==> config.mk <==
export PLATFORM = sky130hd
export DESIGN_NAME = level_rebuilder
export DESIGN_NICKNAME = d
export VERILOG_FILES = /design/src/rtl/level_rebuilder.sv
export SDC_FILE = /design/constraint.sdc
export NUM_CORES = 1
export LEC_CHECK = 0
export CAP_MARGIN = 30
export CORE_MARGIN = 2
export CORE_UTILIZATION = 40
export CTS_CLUSTER_SIZE = 20
export DETAILED_ROUTE_END_ITERATION = 12
export PLACE_DENSITY = 0.75
export SYNTH_ARGS = -nofsm -noshare
export SYNTH_HDL_FRONTEND = slang
export SYNTH_SLANG_ARGS = --single-unit
==> constraint.sdc <==
create_clock -name clk -period 2.4 [get_ports clk]
set_input_delay 0.36 -clock clk [delete_from_list [all_inputs] [get_ports clk]]
set_output_delay 0.36 -clock clk [all_outputs]
set_load 0.005 [all_outputs]
==> src/rtl/level_rebuilder.sv <==
// Rebuilds a level from one-cycle rise/fall request pulses, enforcing a minimum hold
// time between changes and queueing up to DEPTH pending transitions.
// Optional glitch counter: define LEVEL_REBUILDER_GLITCH_CNT_EN.
module level_rebuilder #(
  parameter int unsigned MIN_HOLD = 4,
  parameter int unsigned DEPTH    = 4
) (
  input  logic       clk,
  input  logic       rst,
  input  logic       pulse_in_p,
  input  logic       pulse_in_n,
  input  logic       ovf_clr,
  output logic       sig_out,
  output logic       busy,
  output logic       overflow,
  output logic       glitch,
  output logic [7:0] glitch_cnt
);

  localparam int unsigned HOLD_W = 8;
  localparam int unsigned PEND_W = 4;
  localparam logic [HOLD_W-1:0] HOLD_LOAD = HOLD_W'(MIN_HOLD - 1);
  localparam logic [PEND_W-1:0] PEND_MAX  = PEND_W'(DEPTH);

  typedef enum logic {ST_IDLE, ST_HOLD} state_t;

  logic              r_sig;
  logic              r_busy;
  logic              r_ovf;
  logic              r_glitch;
  logic [HOLD_W-1:0] r_hold_cnt;
  logic [PEND_W-1:0] r_pending;

  state_t            w_state;
  logic              w_glitch_ev;
  logic              w_proj;
  logic              w_req_valid;
  logic              w_sig_nxt;
  logic              w_busy_nxt;
  logic              w_ovf_nxt;
  logic              w_drop;
  logic [HOLD_W-1:0] w_hold_nxt;
  logic [PEND_W-1:0] w_pend_nxt;

  // Queued transitions always alternate, so the projected level is set by pending parity.
  assign w_state     = (r_hold_cnt != '0) ? ST_HOLD : ST_IDLE;
  assign w_glitch_ev = pulse_in_p & pulse_in_n;
  assign w_proj      = r_sig ^ r_pending[0];
  assign w_req_valid = (pulse_in_p & ~pulse_in_n & ~w_proj) |
                       (pulse_in_n & ~pulse_in_p &  w_proj);

  always_comb begin
    w_sig_nxt  = r_sig;
    w_hold_nxt = r_hold_cnt;
    w_pend_nxt = r_pending;
    w_drop     = 1'b0;
    unique case (w_state)
      ST_IDLE: begin
        if (r_pending != '0) begin
          w_sig_nxt  = ~r_sig;
          w_hold_nxt = HOLD_LOAD;
          if (!w_req_valid) w_pend_nxt = r_pending - PEND_W'(1);
        end else if (w_req_valid) begin
          w_sig_nxt  = ~r_sig;
          w_hold_nxt = HOLD_LOAD;
        end
      end
      ST_HOLD: begin
        w_hold_nxt = r_hold_cnt - HOLD_W'(1);
        if (w_req_valid) begin
          if (r_pending == PEND_MAX) w_drop = 1'b1;
          else                       w_pend_nxt = r_pending + PEND_W'(1);
        end
      end
    endcase
    w_ovf_nxt  = (r_ovf & ~ovf_clr) | w_drop;
    w_busy_nxt = (w_hold_nxt != '0) | (w_pend_nxt != '0);
  end

  always_ff @(posedge clk) begin
    if (rst) begin
      r_sig      <= 1'b0;
      r_busy     <= 1'b0;
      r_ovf      <= 1'b0;
      r_glitch   <= 1'b0;
      r_hold_cnt <= '0;
      r_pending  <= '0;
    end else begin
      r_sig      <= w_sig_nxt;
      r_busy     <= w_busy_nxt;
      r_ovf      <= w_ovf_nxt;
      r_glitch   <= w_glitch_ev;
      r_hold_cnt <= w_hold_nxt;
      r_pending  <= w_pend_nxt;
    end
  end

  assign sig_out  = r_sig;
  assign busy     = r_busy;
  assign overflow = r_ovf;
  assign glitch   = r_glitch;

`ifdef LEVEL_REBUILDER_GLITCH_CNT_EN
  logic [7:0] r_glitch_cnt;

  // Saturating count of simultaneous p/n requests; only reset clears it.
  always_ff @(posedge clk) begin
    if (rst)                                      r_glitch_cnt <= '0;
    else if (w_glitch_ev && (r_glitch_cnt != '1)) r_glitch_cnt <= r_glitch_cnt + 8'(1);
  end

  assign glitch_cnt = r_glitch_cnt;
`else
  assign glitch_cnt = '0;
`endif

endmodule

; ---- Yosys cells after proc, flatten, opt, wreduce, memory -nomap -nowiden
; Cells that the tools add are included.
[word_totals]
ff_bits = 16
out_inout_bits = 12
[classes]
eq_ne = 1
addsub = 3
bitwise = 16
reduce_logical = 6
muxes = 14
[ops]
columns = op, count
row1 = 4-bit two-way mux, 4
row2 = 8-bit two-way mux, 2
row3 = 8-bit one-hot mux with 2 select lines, 1
row4 = 8-bit nonzero test, 2
row5 = 4-bit one-hot mux with 2 select lines, 1
row6 = 4-bit nonzero test, 2
row7 = "8-bit by 1-bit subtractor with 8-bit output, second input constant", 1
row8 = 1-bit AND, 6
row9 = 1-bit two-way mux, 6
row10 = 1-bit inverter, 6
row11 = "4-bit by 1-bit adder with 4-bit output, second input constant", 1
row12 = "4-bit by 3-bit == test with 1-bit output, second input constant", 1
row13 = "4-bit by 1-bit subtractor with 4-bit output, second input constant", 1
row14 = 1-bit bitwise OR, 3
row15 = 2-bit AND reduction, 1
row16 = 2-bit nonzero test, 1
row17 = 1-bit XOR, 1

; ---- Longest topological paths before layout
; Gate-level depths: netlist (run 1).
[depth]
depth_word = 9
ltp_mapped = 10
ltp_nobuf = 8

; ---- Worst setup path before layout (run 1)
; Ideal clock, no wire load.
[synth_timing]
path_kind = reg-to-reg
from = register r_hold_cnt[0]
to = register r_busy (netlist: busy)
period_less_slack_ps = 1973
setup_slack_ps = 427
n_path_buf = 2
t_arrival_ps = 1892
setup_ps = 81
required_time_ps = 2319
stages_incl_launch_ff = 10
cell_sequence = dfxtp_1 > inv_1 > ha_1 > or3b_1 > clkbuf_1 > nor2_2 > buf_4 > or3_1 > and4_1 > a41oi_1
[synth_between]
elab_chain_len = 6
word_cells_on_any_way = 11
classes_between = 1 x add/sub / 5 x mux / 2 x bitwise / 3 x reduce/logical
[synth_lines]
columns = element, line_no
row1 = "start, declared", 31  ; logic [HOLD_W-1:0] r_hold_cnt;
row2 = "start signal, assigned", 93  ; r_hold_cnt <= w_hold_nxt;
row3 = branches (longest 5 deep; another with 8-bit by 1-bit subtractor with 8-bit output), n/a
row4 = 1-bit bitwise OR (*), 77  ; w_busy_nxt = (w_hold_nxt != '0) | (w_pend_nxt != '0);
row5 = "end signal, assigned", 90  ; r_busy <= w_busy_nxt;
row6 = "end, declared", 28  ; logic r_busy;
; Every way passes the cells marked *.
; A chain may end at the register's enable or synchronous reset.

; ---- Worst setup path after layout (run 1)
; Same ends and word-level chain as after synthesis.

==> results of run 1 <==
==> cells by family (layout without fill, tap and decap cells) <==
logic type / count (synthesis) / in the layout / synth area share [%]
mux: 5 / 5 / 5.29
compound gates: 22 / 22 / 14.1
buf+inv: 20 / 22 / 11.9
other cells: 1 / 8 / 0.360
simple gates: 56 / 56 / 28.6
flops: 16 / 16 / 30.8
fa+ha+maj: 4 / 4 / 4.81
xor+xnor: 5 / 5 / 4.21
==> per-layer routing <==
| layer | vias to the layer above | global-route usage [%] |
|---|---|---|
| met4 | 0 | 12.6 |
| li1 | 466 | - |
| met2 | 37 | 29.0 |
| met1 | 455 | 19.0 |
| met3 | 6 | 2.69 |
| met5 | - | 0 |
==> worst reg2reg max path, delay by kind of cell (launching register included) <==
family,cells,cell delay [ns]
buffers and inverters,2,0.28
flip-flops,1,0.34
adder cells (fa/ha/maj),1,0.23
AND/OR/NAND/NOR,3,0.89
AO/OA/AOI/OAI,3,0.32
==> registers in the layout, indices dropped and copies added (netlist names) <==
| signal | flops |
|---|---|
| r_hold_cnt | 8 |
| sig_out | 1 |
| glitch | 1 |
| busy | 1 |
| r_pending | 4 |
| overflow | 1 |
==> where the power goes <==
group / internal (mW) / switching (mW)
registers: 0.348 / 0.117
logic: 0.470 / 0.538
clock network: 0.0925 / 0.0877
==> cells in the final DEF, fill, tap and decap left out, types with 2 or more instances in the layout <==
| cell | instances |
|---|---|
| mux2i_1 | 3 |
| nor2_1 | 19 |
| nand2_1 | 4 |
| nor4_1 | 5 |
| o22ai_1 | 2 |
| o211ai_1 | 2 |
| nand3_1 | 3 |
| a31oi_1 | 4 |
| nand3b_1 | 2 |
| clkbuf_4 | 3 |
| inv_1 | 6 |
| conb_1 | 8 |
| or3_1 | 3 |
| nor3_1 | 10 |
| a21oi_1 | 8 |
| ha_1 | 4 |
| buf_4 | 4 |
| clkdlybuf4s50_1 | 8 |
| dfxtp_1 | 16 |
| xnor2_1 | 5 |
| and4_1 | 2 |
| nand2b_1 | 2 |
==> worst min path at each step <==
stage                     depth (start not counted)  slack [ns]       start  endpoint
after floorplan                                   2        0.47  pulse_in_p    glitch
after global placement                            2        0.47    overflow  overflow
after detailed placement                          2        0.48    overflow  overflow
after CTS                                         2        0.50    overflow  overflow
after global routing                              2        0.55    overflow  overflow
final                                             2        0.50    overflow  overflow
==> layout make-up <==
cell class	count	area [um^2]	area share, %
Multi-Input combinational cell	100	631	54.5
Inverter	6	22.5	1.95
Clock buffer	4	36.3	3.14
Sequential cell	16	320	27.7
Tap cell	30	37.5	3.24
Timing Repair Buffer	12	110	9.51
==> per-stage QoR <==
stage          setup WS [ns]  cell area [um^2]
4_1_cts                0.109              1150
3_5_place_dp           0.101              1110
3_3_place_gp           0.145              1110
2_1_floorplan          0.427              1070
6_report               0.194              1160
5_1_grt               0.0191              1160
==> repair_timing <==
item,in CTS,in global routing
resized for setup,0,2
setup buffers,0,0
endpoints found under the setup margin,0,1
==> summary.md, run 1 <==
| Metric | Value |
|---|---|
| Outcome | completed |
| Final HPWL DP | 1700 um |
| Max Fclk | 453 MHz |
| Diode count | 0 |
| Die height | about 55 um |
| Proportion of layout cells with a drive suffix above 1 | 10.9% |
| FILL cells | 248 |
| Skew final | ~0.00059 ns |
| Top cells by area, synth | dfxtp_1 31%, nor2_1 6.9%, buf_4 6.5% |
| Total CTS buffers | 3 |
| Setup crit end | busy |
| Overall track demand over capacity in global routing | between 15 and 20% |
| Mapped Area | 1040 um^2 |
| Worst path depth | 9 |
| Final core utilization | 46.7% |
| PD cells | 1430 nW/um^2 |
| Seq/Total Area, Yosys | 30.8% |
| Most instantiated library cell after synthesis | nor2_1 |
| Starting Density | roughly 42% |
| Post-synthesis register bit count | 16 |
| Reg2reg start | r_hold_cnt[0] |
| Synth area leader | dfxtp_1 |
| Detail Route Antenna Nets | 0 |
| Core Footprint | around 2500 um^2 |
| Critical Path RT | 2.55 ns |
| Setup crit end kind | register |
| Top sig layer | met4 |
| Hold slack final | 0.499 ns |
| Via density per instance | 5.74 |
| Hold buffer count at CTS | 0 |
| GPL Wtd Cong | 0.921 |
| CTS tree | built |
| Crit path from | r_hold_cnt[0] |
| Wire per inst | 13.3 um |
| Worst Reg-to-Reg Cells | 9 |
| Final Critical Period | 2.21 ns |
| Initial antenna violation count | 0 |
| Slew at the pin closest to its max-slew limit | 0.605 ns |
| Critical path type | register to register |
| Share of the synthesized area in the top cell type | 30.8% |
| Most frequent cells after synthesis | 19 x nor2_1, 16 x dfxtp_1, 10 x nor3_1 |
| Critical path launch point type | register |
| Synth Flop Type | dfxtp_1 |
| Critical path's largest stage delay | ~0.45 ns |
| Post-synth cell types | 36 |
| Area growth, synth to finish | 11.2% |
| Nets@finish | 148 |
| Pleak | around 0.44 nW |
| Async set-reset flop share out of synthesis | 0% |
| Vias in the first global route | a little under 900 |
| Setup violators final | 0 |
| RSZ-0062 raised after global routing | false |
| Placed Instances | about 160 |
| Final cell count without fillers | approximately 170 |
| Cells along the critical path | inv_1 > ha_1 > or3b_4 > buf_4 > nor3_1 > a31oi_1 > o22ai_1 > and4_1 > a41oi_1 |
| Yosys warns | 0 |
| Reg2reg setup slack | 0.19 ns |
| Clock-pin slew on the worst setup and hold paths | 0.09 ns |
| Met3 Routed Length | 139 um |
| Initial DRT Pass Iterations | 4 |
| DRC | 0 |
| Grt ovf | 0 |
| # port buffers | 8 |
| Worst endpoint data arrival time | ~2.4 ns |
| I/O Pins | 17 |
| Mapped Cells | 129 |
| Relative slew slack | 59.3% |
| Die ar. | approximately 3000 um^2 |
| Met1 WL | 884 um |
| Die X | roughly 55 um |
| CTS H-tree depth | 1 |
| Crit Reg-Reg Endpoint | busy |
| Number of flops mapped to enable cells by yosys | 0 |
| Vias | 964 |
| Clock Path Buffers | 2 |
| Syn avg cell area | 8.07 um^2 |
| Routed WL | 2240 um |
| CP max stage cell | or3b_4 |
| CTS sink count | 16 |
| Fin. Hold Viols | 0 |
| CP Max Fanout | 4 |
| Total Power | 1.65 mW |
| Clk root buf | clkbuf_4 |
| WL met2 | 1160 um |
| Clock Latency Late Sink | a little under 0.3 ns |
| Final TNS setup | 0 ns |
| CP bufs+invs | 2 |
| Maximum vdd drop | 636 uV |
| Largest net degree at the start of global routing | 17 |
| Final worst-path cycle share | 91.9% |
| Row count | 18 |
| Max Slew Vio Count | 0 |
| Hold WC Path Type | register to register |
| CP delay by family, top | simple AND/OR/NAND/NOR gates |
| Global-route wire length before repair | 3620 um |
| Max-Cap Viols | 0 |
| DR iter-0 viols | 32 |
Note: power is estimated with default switching activity, not from simulation.
==> run 2, diff against run 1 <==
Settings changed: ABC_AREA set to 0, CAP_MARGIN 30 to 20, PLACE_DENSITY 0.75 to 0.68.
==> run 2 against run 1 <==
Compared with the run above: die area unchanged; register-to-register slack lost 0.03 ns; highest routed layer unchanged; design area fell by 2.5%; largest cell class unchanged; clock power fell by 20%; non-clock buffer count fell by 1.
==> summary.md, run 2 (synthesis results as in run 1) <==
| Metric | Value |
|---|---|
| CTS sink count | 16 |
| Share of power burned in registers | 29.8% |
| Starting Density | between 40% and 50% |
| Initial antenna violation count | 0 |
| CTS resizes | 0 |
| Final Instance Area | 1130 um^2 |
| Hold path start | overflow |
| CP Max Fanout | 8 |
| Slew at the pin closest to its max-slew limit | 0.599 ns |
| Total CTS buffers | 3 |
| Cells along the critical path | inv_1 > ha_1 > or3b_1 > nor2_2 > buf_4 > o211ai_1 > and4_1 > a41oi_1 |
| Final Critical Period | ~2.2 ns |
| Internal power | 0.841 mW |
| Area after DPL | approximately 1100 um^2 |
| I/O Pins | 17 |
| Clock power frac | 9.3% |
| GPL Wtd Cong | between 0.8 and 0.9 |
| Diode count | 0 |
| Max-Cap Viols | 0 |
| Detail Route Antenna Nets | 0 |
| Total Power | 1.55 mW |
| Reg2reg start | r_hold_cnt[0] |
| Clock Latency Late Sink | between 0.2 and 0.3 ns |
| DR iter-0 viols | 19 |
| Final core utilization | 45.6% |
| CP max stage cell | or3b_1 |
| Switch share | 45.7% |
| Proportion of layout cells with a drive suffix above 1 | roughly 8.8% |
| PD cells | 1370 nW/um^2 |
| Max Slew Vio Count | 0 |
| Max Fclk | around 450 MHz |
| Die ar. | 3030 um^2 |
| Post-CTS setup buffers | 0 |
| Final HPWL DP | 1570 um |
| Clock-pin slew on the worst setup and hold paths | 0.09 ns |
| Most frequent cells in the layout | 19 x nor2_1, 16 x dfxtp_1, 10 x nor3_1 |
| Comb pwr share | 60.9% |
| Vias in the first global route | 782 |
| Setup violators final | 0 |
| Outcome | completed |
| Skew final | 0.00186 ns |
| Fin. Hold Viols | 0 |
| Vias | 878 |
| Routed WL | 2060 um |
| Die height | ~55 um |
| RSZ-0062 raised after global routing | false |
| Critical Path RT | roughly 2.6 ns |
| Area growth, synth to finish | 8.41% |
| Setup crit end kind | register |
| Pleak | ~0.42 nW |
| Reg2reg setup slack | 0.16 ns |
| Hold WC Path Type | register to register |
| Largest net degree at the start of global routing | 17 |
| # port buffers | 8 |
| Hold path cells | 2 |
| Via density per instance | between 5 and 6 |
| CTS H-tree depth | 1 |
| Regs by FF count | r_hold_cnt: 8 flops, r_pending: 4 flops |
| Row count | 18 |
| Most common cell after layout, fill and taps aside | nor2_1 |
| Crit Reg-Reg Endpoint | busy |
| Critical path launch point type | register |
| Hold EP | overflow |
| Largest Register | r_hold_cnt |
| Worst Reg-to-Reg Cells | 8 |
| Initial DRT Pass Iterations | 4 |
| Overall track demand over capacity in global routing | 15.3% |
| Die X | 55.0 um |
| Clk root buf | clkbuf_4 |
| Critical path's largest stage delay | 0.48 ns |
| Maximum vdd drop | ~730 uV |
| DRC | 0 |
| CTS tree | built |
| Sw Pwr | about 0.7 mW |
| Final TNS setup | 0 ns |
| Worst endpoint data arrival time | 2.45 ns |
| Final worst-path cycle share | 93.3% |
| Hold buffer count at CTS | 0 |
| Relative slew slack | about three fifths |
| Wire per inst | 12.4 um |
| Grt ovf | 0 |
| Core Footprint | 2480 um^2 |
| Global-route wire length before repair | 3340 um |
| Clock Path Buffers | 2 |
| Max reg flops | 8 |
| Nets@finish | 147 |
| Critical path type | register to register |
==> run 2: how the worst max path moves through the flow <==
stage | depth (start not counted) | from | endpoint
detailed placement | 7 | pulse_in_n | busy
global route | 8 | r_hold_cnt[0] | busy
floorplan | 9 | r_hold_cnt[0] | busy
global placement | 7 | pulse_in_n | busy
CTS | 8 | r_hold_cnt[0] | busy
finish | 8 | r_hold_cnt[0] | busy
==> run 2: per-stage QoR <==
step | instances | worst slack (ns) | hold slack, ns
after floorplan | 136 | 0.427 | 0.474
after global placement | 163 | 0.140 | 0.475
after detailed placement | 163 | 0.108 | 0.480
after CTS | 166 | 0.161 | 0.504
after global routing | 166 | 0.0213 | 0.565
final | 166 | 0.161 | 0.499
==> run 2: worst max-delay path, delay by kind of cell (launching register included) <==
kind | cells | cell delay, ns
buf+inv | 2 | 0.31
simple gates | 3 | 1.02
fa+ha+maj | 1 | 0.22
flops | 1 | 0.34
compound gates | 2 | 0.27
==> run 2: layout make-up <==
type | count | area [um^2]
fillers | 259 | 1350
flip-flops and latches | 16 | 320
clock buffers | 3 | 22.5
multi-input cells | 100 | 623
repair buffers | 11 | 103
well taps | 30 | 37.5
inverters | 6 | 22.5
==> run 2: layer usage <==
metal	GRT usage (%)	vias to the layer above	routed length, um
met5	0	-	0
met3	4.84	3	101
li1	-	462	-
met2	27.6	20	994
met1	17.9	393	954
met4	2.44	0	11
==> run 2: power groups by stage <==
stage | combinational, mW | clock (mW) | sequential [mW]
final | 0.943 | 0.144 | 0.461
after global placement | 0.917 | 0 | 0.463
after detailed placement | 0.933 | 0 | 0.468
after global routing | 1.05 | 0.163 | 0.474
after floorplan | 0.781 | 0 | 0.435
after CTS | 0.940 | 0.152 | 0.461
==> run 3, diff against run 2 <==
Settings changed: SLEW_MARGIN set to 20.
==> results of run 3 <==
Same layout as run 2: the final DEF is identical, and so are final timing and power.
